===== src/rtl/serial_add_pkg.sv =====
// Shared definitions for the bit-serial adder controller.
//   state_t       : FSM state encoding (IDLE=0, RUN=1, DONE=2; 3 is unused)
//   DEFAULT_WIDTH : default operand/sum width
package serial_add_pkg;

    typedef enum logic [1:0] {
        ST_IDLE = 2'd0,
        ST_RUN  = 2'd1,
        ST_DONE = 2'd2
    } state_t;

    localparam int DEFAULT_WIDTH = 8;

endpackage


===== src/rtl/full_adder_cell.sv =====
// Purely combinational 1-bit full adder, time-shared by serial_add_ctrl.
// Ports:
//   a, b, ci : addend bits and carry-in
//   s, co    : sum bit and carry-out
module full_adder_cell (
    input  logic a,
    input  logic b,
    input  logic ci,
    output logic s,
    output logic co
);

    assign s  = a ^ b ^ ci;
    assign co = (a & b) | (a & ci) | (b & ci);

endmodule


===== src/rtl/serial_add_ctrl.sv =====
// Bit-serial adder controller: adds two WIDTH-bit operands LSB first, one
// bit per clock, through a single full_adder_cell with a registered carry.
// Ports:
//   clk, rst_n : clock (rising edge) and asynchronous active-low reset
//   start      : request, sampled only in IDLE or DONE
//   a, b, cin  : operands and carry-in, captured on the accepting edge
//   busy       : high while the operation is running (WIDTH cycles)
//   done       : one-cycle pulse when sum/cout have just been updated
//   sum, cout  : registered result, held until the next completion
module serial_add_ctrl
    import serial_add_pkg::*;
#(
    parameter int WIDTH = DEFAULT_WIDTH
) (
    input  logic             clk,
    input  logic             rst_n,
    input  logic             start,
    input  logic [WIDTH-1:0] a,
    input  logic [WIDTH-1:0] b,
    input  logic             cin,
    output logic             busy,
    output logic             done,
    output logic [WIDTH-1:0] sum,
    output logic             cout
);

    localparam int CNT_W = $clog2(WIDTH + 1);
    localparam logic [CNT_W-1:0] LAST_BIT = CNT_W'(WIDTH - 1);

    state_t             state_reg;
    logic [WIDTH-1:0]   a_reg;
    logic [WIDTH-1:0]   b_reg;
    logic [WIDTH-1:0]   res_reg;
    logic               carry_reg;
    logic [CNT_W-1:0]   cnt_reg;
    logic [WIDTH-1:0]   sum_reg;
    logic               cout_reg;
    logic               busy_reg;
    logic               done_reg;

    logic               cell_s;
    logic               cell_co;
    logic [WIDTH-1:0]   res_next;

    full_adder_cell u_cell (
        .a  (a_reg[0]),
        .b  (b_reg[0]),
        .ci (carry_reg),
        .s  (cell_s),
        .co (cell_co)
    );

    // Each new sum bit enters at the MSB, so after WIDTH shifts bit 0 sits at the LSB.
    generate
        if (WIDTH == 1) begin : g_res_one
            assign res_next = cell_s;
        end else begin : g_res_many
            assign res_next = {cell_s, res_reg[WIDTH-1:1]};
        end
    endgenerate

    always_ff @(posedge clk or negedge rst_n) begin
        if (!rst_n) begin
            state_reg <= ST_IDLE;
            a_reg     <= '0;
            b_reg     <= '0;
            res_reg   <= '0;
            carry_reg <= 1'b0;
            cnt_reg   <= '0;
            sum_reg   <= '0;
            cout_reg  <= 1'b0;
            busy_reg  <= 1'b0;
            done_reg  <= 1'b0;
        end else begin
            case (state_reg)
                ST_IDLE, ST_DONE: begin
                    done_reg <= 1'b0;
                    if (start) begin
                        a_reg     <= a;
                        b_reg     <= b;
                        carry_reg <= cin;
                        cnt_reg   <= '0;
                        busy_reg  <= 1'b1;
                        state_reg <= ST_RUN;
                    end else begin
                        state_reg <= ST_IDLE;
                    end
                end
                ST_RUN: begin
                    a_reg     <= a_reg >> 1;
                    b_reg     <= b_reg >> 1;
                    carry_reg <= cell_co;
                    res_reg   <= res_next;
                    cnt_reg   <= cnt_reg + CNT_W'(1);
                    if (cnt_reg == LAST_BIT) begin
                        // Sum and carry-out publish together with the done pulse.
                        sum_reg   <= res_next;
                        cout_reg  <= cell_co;
                        busy_reg  <= 1'b0;
                        done_reg  <= 1'b1;
                        state_reg <= ST_DONE;
                    end
                end
                default: begin
                    busy_reg  <= 1'b0;
                    done_reg  <= 1'b0;
                    state_reg <= ST_IDLE;
                end
            endcase
        end
    end

    assign busy = busy_reg;
    assign done = done_reg;
    assign sum  = sum_reg;
    assign cout = cout_reg;

endmodule


===== config.mk =====
export PLATFORM = sky130hd
export DESIGN_NAME = serial_add_ctrl
export DESIGN_NICKNAME = d
export VERILOG_FILES = /design/src/rtl/serial_add_pkg.sv /design/src/rtl/full_adder_cell.sv /design/src/rtl/serial_add_ctrl.sv
export SDC_FILE = /design/constraint.sdc
export NUM_CORES = 1
export LEC_CHECK = 0
export ABC_AREA = 1
export CAP_MARGIN = 20
export CELL_PAD_IN_SITES_DETAIL_PLACEMENT = 1
export CELL_PAD_IN_SITES_GLOBAL_PLACEMENT = 1
export CORE_MARGIN = 3
export CORE_UTILIZATION = 38
export DETAILED_ROUTE_END_ITERATION = 10
export MAX_ROUTING_LAYER = met4
export PLACE_DENSITY_LB_ADDON = 0.1
export SLEW_MARGIN = 20
export SYNTH_ARGS = -nofsm -noshare
export SYNTH_HDL_FRONTEND = slang
export SYNTH_SLANG_ARGS = --single-unit
export TNS_END_PERCENT = 5

===== constraint.sdc =====
create_clock -name clk -period 1.6 [get_ports clk]
set_input_delay 0.32 -clock clk [delete_from_list [all_inputs] [get_ports clk]]
set_output_delay 0.32 -clock clk [all_outputs]
set_load 0.02 [all_outputs]

== Yosys cells after proc, flatten, opt, wreduce, memory -nomap -nowiden ==
Index checks and enable logic that the tools add are counted.

* Word-level logic and storage cells: 45
* Output and inout bits: 11
* Input bits: 20
* Register bits after elaboration: 42

* Bitwise logic cells: 7
* $add $sub $neg: 1
* Multiplexer cells: 16
* Eq/ne operators: 5
* Reductions and logical operators: 6

{| class="wikitable"
|+ Operators by type and width
! cell !! number
|-
| one-hot mux 8 bit (2 select lines) || 2
|-
| two-way mux 8 bit || 2
|-
| one-hot mux 4 bit (2 select lines) || 1
|-
| two-way mux 1 bit || 6
|-
| AND reduction 2 bit || 3
|-
| adder 4 x 1 -> 4 bit (second input constant) || 1
|-
| equality test 4 x 3 -> 1 bit (second input constant) || 1
|-
| two-way mux 4 bit || 1
|-
| != test 2 bit (second input constant) || 2
|-
| one-hot mux 1 bit (2 select lines) || 2
|-
| one-hot mux 2 bit (2 select lines) || 1
|-
| AND 1 bit || 3
|-
| equality test 2 x 1 -> 1 bit (second input constant) || 1
|-
| equality test 2 bit (second input constant) || 1
|-
| zero test 2 bit || 1
|-
| two-way mux 2 bit || 1
|-
| OR 1 bit || 2
|-
| nonzero test 2 bit || 1
|-
| OR reduction 2 bit || 1
|-
| bitwise XOR 1 bit || 2
|}

== Longest topological paths before layout ==
Gate-level depths: netlist of the first run.

* Word-level depth: 4
* Gate-level depth with buffers: 7

== Hierarchy ==
A second synthesis of the first run with hierarchy kept.

* Cell total of the unflattened synthesis: 223
* Area, all modules: 1815.5 µm²

{| class="wikitable"
|+ By module, submodules not included
! module !! times used !! seq. area each (µm²) !! area each (µm²) !! cells each
|-
| serial_add_ctrl || 1 || 1001.0 || 1795.5 || 222
|-
| full_adder_cell || 1 || 0.0 || 20.0 || 1
|}

== Worst setup path before layout of the first run ==
Ideal clock, no wire load.

* Path kind: register to register
* From: register cnt_reg[0]
* To: register cout_reg (netlist: cout)
* Stages on the path, launching flop included: 7
* Path slack: 0.402 ns
* Buffers on the path: 0
* Data required time: 1.483 ns
* Clock period less this slack: 1.198 ns
* Arrival time: 1.081 ns
* Path through: dfrtp_1 ha_1 nand2_1 nor2_4 nand2_2 nand2_1 nand2_1

* Cells in the longest elaborated chain, start to end: 2

{| class="wikitable"
|+ Ends and longest elaborated chain
! item !! RTL line !! source
|-
| start: declaration || serial_add_ctrl.sv:35 || <nowiki>logic [CNT_W-1:0] cnt_reg;</nowiki>
|-
| start signal: assignment || serial_add_ctrl.sv:94 || <nowiki>cnt_reg <= cnt_reg + CNT_W'(1);</nowiki>
|-
| equality test 4 x 3 -> 1 bit || serial_add_ctrl.sv:95 || <nowiki>if (cnt_reg == LAST_BIT) begin</nowiki>
|-
| AND reduction 2 bit (no source line) || - ||
|-
| end signal: assignment || serial_add_ctrl.sv:98 || <nowiki>cout_reg <= cell_co;</nowiki>
|-
| end: declaration || serial_add_ctrl.sv:37 || <nowiki>logic cout_reg;</nowiki>
|}

No other way between the ends.
A chain may end at the register's enable or synchronous reset.

== Final worst setup path of the first run ==
* From: register sum_reg[1] (netlist: sum[1])
* To: output port sum[1]

{| class="wikitable"
|+ RTL lines
! item !! RTL line !! source
|-
| start: declaration || serial_add_ctrl.sv:36 || <nowiki>logic [WIDTH-1:0] sum_reg;</nowiki>
|-
| start signal: assignment || serial_add_ctrl.sv:97 || <nowiki>sum_reg <= res_next;</nowiki>
|-
| end: declaration || serial_add_ctrl.sv:23 || <nowiki>output logic [WIDTH-1:0] sum,</nowiki>
|}

No word-level cell between the ends.

==> metrics.md, run 1 <==
| Metric | Value |
|---|---|
| Core area | 4470 um2 |
| CP max FO | 2 |
| CTS tree | done |
| Cell family with most CP delay | buffers and inverters |
| Total CTS buffers | 5 |
| Maximum clock path buffer count | 2 |
| Initial Util | 40.6% |
| Design Area, Final | 2280 um2 |
| IO Count | 31 |
| Tmin final | 1.55 ns |
| Crit-path cells | clkdlybuf4s50_1 |
| Area Growth Syn to Fin | 25.4% |
| Area contributors post-synth | dfrtp_1 55%, nand2_1 25%, inv_1 4.5% |
| Largest net degree at the start of global routing | slightly above 40 |
| Worst ir drop on vdd | 0.530 mV |
| Critical Path End Type | output port |
| Gpl congestion | 0.733 |
| Outcome | complete, no violations |
| Final worst setup slack | 0.0482 ns |
| Die ar. | 5640 um2 |
| Max_cap viols | 0 |
| Netlist Area Pre-Place | approximately 1800 um2 |
| Drt first-iter violations | 67 |
| WP buf/inv | 1 |
| # nets final | between 200 and 300 |
| Core Rows | 24 |
| Number of port buffers | 30 |
| Filler Cell Count | 554 |
| Slew margin rel. | between 60% and 70% |
| Synth warn | 0 |
| Antenna Nets Post-Route | 0 |
| Hold buffers post-CTS | 0 |
| Yosys top cell area share | 55.1% |
| CP peak stage delay | 0.60 ns |
| Clk Latency, worst-skew pair | approximately 0.29 ns |
| Routed via count | 1456 |
| Slew Viols, Final | 0 |
| Share of cells above drive strength 1 | roughly 8.8% |
| Gr ovfl total | 0 |
| Vias/cell | ~4.7 |
| Mean Syn Cell Area | slightly above 8 um2 |
| N_diodes | 0 |
| Startpoint type of the worst setup path | flip-flop |
| First-pass GRT wire length | 6630 um |
| Sequential share of power | between 40% and 50% |
| Unique masters post-synth | 18 |
| WP data required | 1.28 ns |
| Crit path kind | flip-flop to output port |
| Setup violations, final | 0 |
| Mapped Nets | 245 |
| Gr usage total | 16.1% |
| Total Power | 4.24 mW |
| RSZ-0062 raised after global routing | no |
| Clock skew | 0.00266 ns |
| Critical Path AT | 1.23 ns |
| Actual slew at the worst max-slew pin | 0.506 ns |
| Setup_tns | 0 ns |
| Chip width | 75.1 um |
| Root Driver | clkbuf_8 |
| Power per cell area | 1860 nW/um2 |
| Leak | 1.31 nW |
| Post-DP HPWL | 2800 um |
| Synth Instances | approximately 220 |
| Switch share | approximately 41% |
| Initial antenna violation count | 0 |
| Htree depth | 2 |
| Worst slack at placement | 0.130 ns |
| DRC viols | 0 |
| Clock Sinks | 40 |
| Vias in the first global route | 1504 |
| Slowest CP cell | clkdlybuf4s50_1 |
| Post-CTS Setup Bufs | 0 |
| Clock power share | between 10% and 20% |
| FF+latch count, synth | 40 |
| Final Routed Wirelength | 3740 um |
| P_sw | 1.74 mW |
| Combinational power share | 43.5% |
| Wire per inst | between 10 and 15 um |
| Sequential-to-total area share from yosys stat | 55.1% |
| Fin. Hold Viols | 0 |
| Min-Delay Path Class | input port to async pin |
| Max Clock Freq | 0.644 GHz |
| Clock-pin slew on the worst setup and hold paths | 0.07 ns |
| Placed cell areas | 2180 um2 |
| Cell taking the most area after synthesis | dfrtp_1 |
| Fin crit share | 97.0% |
| Internal | 2.51 mW |
| First-pass detailed-route iteration total | 4 |
| Die Ht | about 75 um |
-- worst paths after layout --
path / from / endpoint / slack (ns) / cells after the start
max: sum[1] / sum[1] / 0.05 / 1
min: rst_n / sum[2] / 0.08 / 2
max reg2reg: cnt_reg[0] / cout / 0.28 / 6
min reg2reg: sum[3] / sum[3] / 0.47 / 2
max in group asynchronous: rst_n / b_reg[0] / 1.17 / 2
min in group clk: sum[3] / sum[3] / 0.47 / 2
-- kinds of logic (layout without fill, tap and decap cells) --
logic type	after synthesis	in the layout	share of synthesized area, %
AOI/OAI and AO/OA	8	8	2.21
adders and majority gates	2	2	1.79
buffers and inverters	30	68	8.27
DFF	40	40	55.1
and+or+nand+nor	143	143	32.6
-- what timing repair did --
action	CTS	global route
resized for setup	2	8
hold endpoints to repair	0	0
pin swaps	0	0
endpoints found under the setup margin	2	8
-- per-stage QoR --
stage	hold WS, ns	std cells	utilization [%]
detailed placement	0.417	306	48.7
global route	0.130	313	50.9
CTS	0.0984	313	50.4
floorplan	0.0244	223	-
finish	0.0760	313	50.9
global placement	0.419	306	48.7
-- cells in the final DEF, fill, tap and decap left out, types with 2 or more instances in the layout --
cell type        synthesis  layout
a21oi_1                  2       2
buf_4                    2       6
clkbuf_8                 0       5
clkdlybuf4s50_1          0      19
dfrtp_1                 40      40
dlygate4sd2_1            0       2
dlymetal6s2s_1           0       8
inv_1                   22      22
inv_2                    2       2
nand2_1                120     120
nand2_2                  3       3
nand3_1                 13      13
nor2_1                   2       2
o21ai_0                  6       6
-- power groups by stage --
| stage | sequential (mW) | combinational, mW | clock, mW |
|---|---|---|---|
| after detailed placement | 1.80 | 1.94 | 0 |
| after global placement | 1.78 | 1.84 | 0 |
| final | 1.78 | 1.85 | 0.620 |
| after floorplan | 1.89 | 1.20 | 0 |
| after CTS | 1.79 | 1.93 | 0.649 |
| after global routing | 1.84 | 2.15 | 0.696 |
-- synth_stat cells --
master and n:
fa_1 1, dfrtp_1 40, nor2_8 1, nor2_4 1, buf_6 4, nor2_2 1, o21ai_0 6, nand2_2 3
nand3_1 13, nand2_1 120, or2_2 1, inv_2 2, inv_1 22, nor2_1 2, a21oi_1 2, buf_4 2
ha_1 1, nand4_1 1
-- layout make-up --
cell class              count  area [um2]  area share, %
flip-flops and latches     40        1000           44.0
clock inverters             1        5.00          0.220
clock buffers               6        72.6           3.19
multi-input cells         153         664           29.2
repair buffers             37         378           16.6
well taps                  52        65.1           2.86
inverters                  24        90.1           3.96
-- metal layers --
layer / GRT usage [%] / wire length, um
met1: 17.1 / 1630
met5: - / 0
met2: 29.0 / 1930
met3: 3.60 / 132
met4: 5.93 / 48
Note: power is estimated with default switching activity, not from simulation.
==> run 2, diff against run 1 <==
- CAP_MARGIN: 20 -> not set
- CTS_CLUSTER_DIAMETER: not set -> 100
==> results of run 2 <==
No change in the layout: final DEF, timing and power equal those of run 1.
==> run 3, diff against run 2 <==
- MAX_ROUTING_LAYER: met4 -> not set
==> metrics.md, run 3 (synthesis gave the netlist of run 1 again) <==
| Metric | Value |
|---|---|
| Outcome | complete, no violations |
| Slew margin rel. | approximately two thirds |
| Share of cells above drive strength 1 | 8.81% |
| Cell family with most CP delay | buffers and inverters |
| Clk Latency, worst-skew pair | just under 0.3 ns |
| Setup violations, final | 0 |
| Max_cap viols | 0 |
| Internal | 2.51 mW |
| Antenna Nets Post-Route | 0 |
| Vias in the first global route | 1500 |
| Fin. Hold Viols | 0 |
| Total Power | 4.24 mW |
| Clock power share | 14.6% |
| Worst ir drop on vdd | around 0.53 mV |
| Gr usage total | 15.6% |
| # nets final | 283 |
| Critical Path AT | about 1.2 ns |
| Leading cell types in the layout, fill and taps excluded | 120 x nand2_1, 40 x dfrtp_1, 22 x inv_1, 19 x clkdlybuf4s50_1, 13 x nand3_1 |
| Gr ovfl total | 0 |
| Core area | roughly 4500 um2 |
| Largest net degree at the start of global routing | about 40 |
| Total CTS buffers | 5 |
| Clock-pin slew on the worst setup and hold paths | roughly 0.070 ns |
| Drt first-iter violations | 60 |
| DRC viols | 0 |
| Initial Util | 40.6% |
| Area Growth Syn to Fin | 25.4% |
| Slew Viols, Final | 0 |
| Gpl congestion | slightly above 0.7 |
| First-pass GRT wire length | 6630 um |
| Sequential share of power | between 40% and 50% |
| Worst r2r path cells | 6 |
| Post-DP HPWL | 2800 um |
| CTS tree | done |
| Clock skew | 0.00272 ns |
| CP max FO | 2 |
| Core Rows | 24 |
| Final Routed Wirelength | 3750 um |
| Filler Cell Count | 554 |
| Fin crit share | 96.9% |
| Wire per inst | roughly 12 um |
| Number of port buffers | 30 |
| Vias/cell | 4.65 |
| RSZ-0062 raised after global routing | no |
| Initial antenna violation count | 0 |
| Tmin final | 1.55 ns |
| First-pass detailed-route iteration total | 5 |
| Min-Delay Path Class | input port to async pin |
| IO Count | 31 |
| Crit path kind | flip-flop to output port |
| Htree depth | 2 |
| Chip width | roughly 75 um |
| Combinational power share | 43.5% |
| Leak | 1.31 nW |
| Max Clock Freq | 0.645 GHz |
| Slowest CP cell | clkdlybuf4s50_1 |
| Actual slew at the worst max-slew pin | 0.511 ns |
| Die Ht | 75.1 um |
| Startpoint type of the worst setup path | flip-flop |
| WP data required | 1.28 ns |
| CP peak stage delay | 0.60 ns |
| Crit-path cells | clkdlybuf4s50_1 |
| Root Driver | clkbuf_8 |
| Critical Path End Type | output port |
| N_diodes | 0 |
| Hold buffers post-CTS | 0 |
| Setup_tns | 0 ns |
| Maximum clock path buffer count | 2 |
| WP depth | 1 |
| Clock Sinks | 40 |
| P_sw | 1.74 mW |
| Routed via count | 1457 |
| Power per cell area | 1860 nW/um2 |
| WP buf/inv | 1 |
| Die ar. | between 5000 and 6000 um2 |
| Commonest non-fill, non-tap cell in the layout | nand2_1 |
| Switch share | about two fifths |
## run 3: timing repair
item | 4_1_cts | 5_1_grt
buffers inserted | 0 | 0
setup endpoints to repair | 2 | 8
gates resized for setup | 2 | 8
## run 3: worst paths after layout
kind	start	to	slack [ns]
min reg2reg	sum[3]	sum[3]	0.47
min in group clk	sum[3]	sum[3]	0.47
min	rst_n	sum[2]	0.08
max in group asynchronous	rst_n	b_reg[2]	1.16
max	sum[1]	sum[1]	0.05
max reg2reg	cnt_reg[0]	cout	0.28
## run 3: layer usage
layer	GRT usage (%)	up-vias	share of wire, %
met4	5.93	0	1.3
met1	17.1	688	44
met3	3.60	5	3.6
met2	29.0	25	51
met5	0	-	0
li1	-	739	-
## run 3: area by class of cell
| cell class | count | area (um2) | area share [%] |
|---|---|---|---|
| Tap cell | 52 | 65.1 | 2.86 |
| Clock buffer | 6 | 72.6 | 3.19 |
| Multi-Input combinational cell | 153 | 664 | 29.2 |
| Clock inverter | 1 | 5.00 | 0.220 |
| Timing Repair Buffer | 37 | 378 | 16.6 |
| Inverter | 24 | 90.1 | 3.96 |
| Sequential cell | 40 | 1000 | 44.0 |
## run 3: power by group through the flow
stage | registers [mW] | logic, mW | clock network, mW
after floorplan | 1.89 | 1.20 | 0
after global placement | 1.78 | 1.84 | 0
after detailed placement | 1.80 | 1.94 | 0
after CTS | 1.79 | 1.93 | 0.649
after global routing | 1.84 | 2.15 | 0.696
final | 1.78 | 1.85 | 0.619
## run 3: stage by stage
| stage | setup WS (ns) | hold slack (ns) | util [%] | instance area, um2 | std cells |
|---|---|---|---|---|---|
| 3_3_place_gp | 0.185 | 0.419 | 48.7 | 2180 | 306 |
| 5_1_grt | 0.00999 | 0.130 | 50.9 | 2280 | 313 |
| 4_1_cts | 0.0168 | 0.0984 | 50.4 | 2260 | 313 |
| 6_report | 0.0494 | 0.0752 | 50.9 | 2280 | 313 |
| 2_1_floorplan | 0.402 | 0.0244 | - | 1820 | 223 |
| 3_5_place_dp | 0.130 | 0.417 | 48.7 | 2180 | 306 |
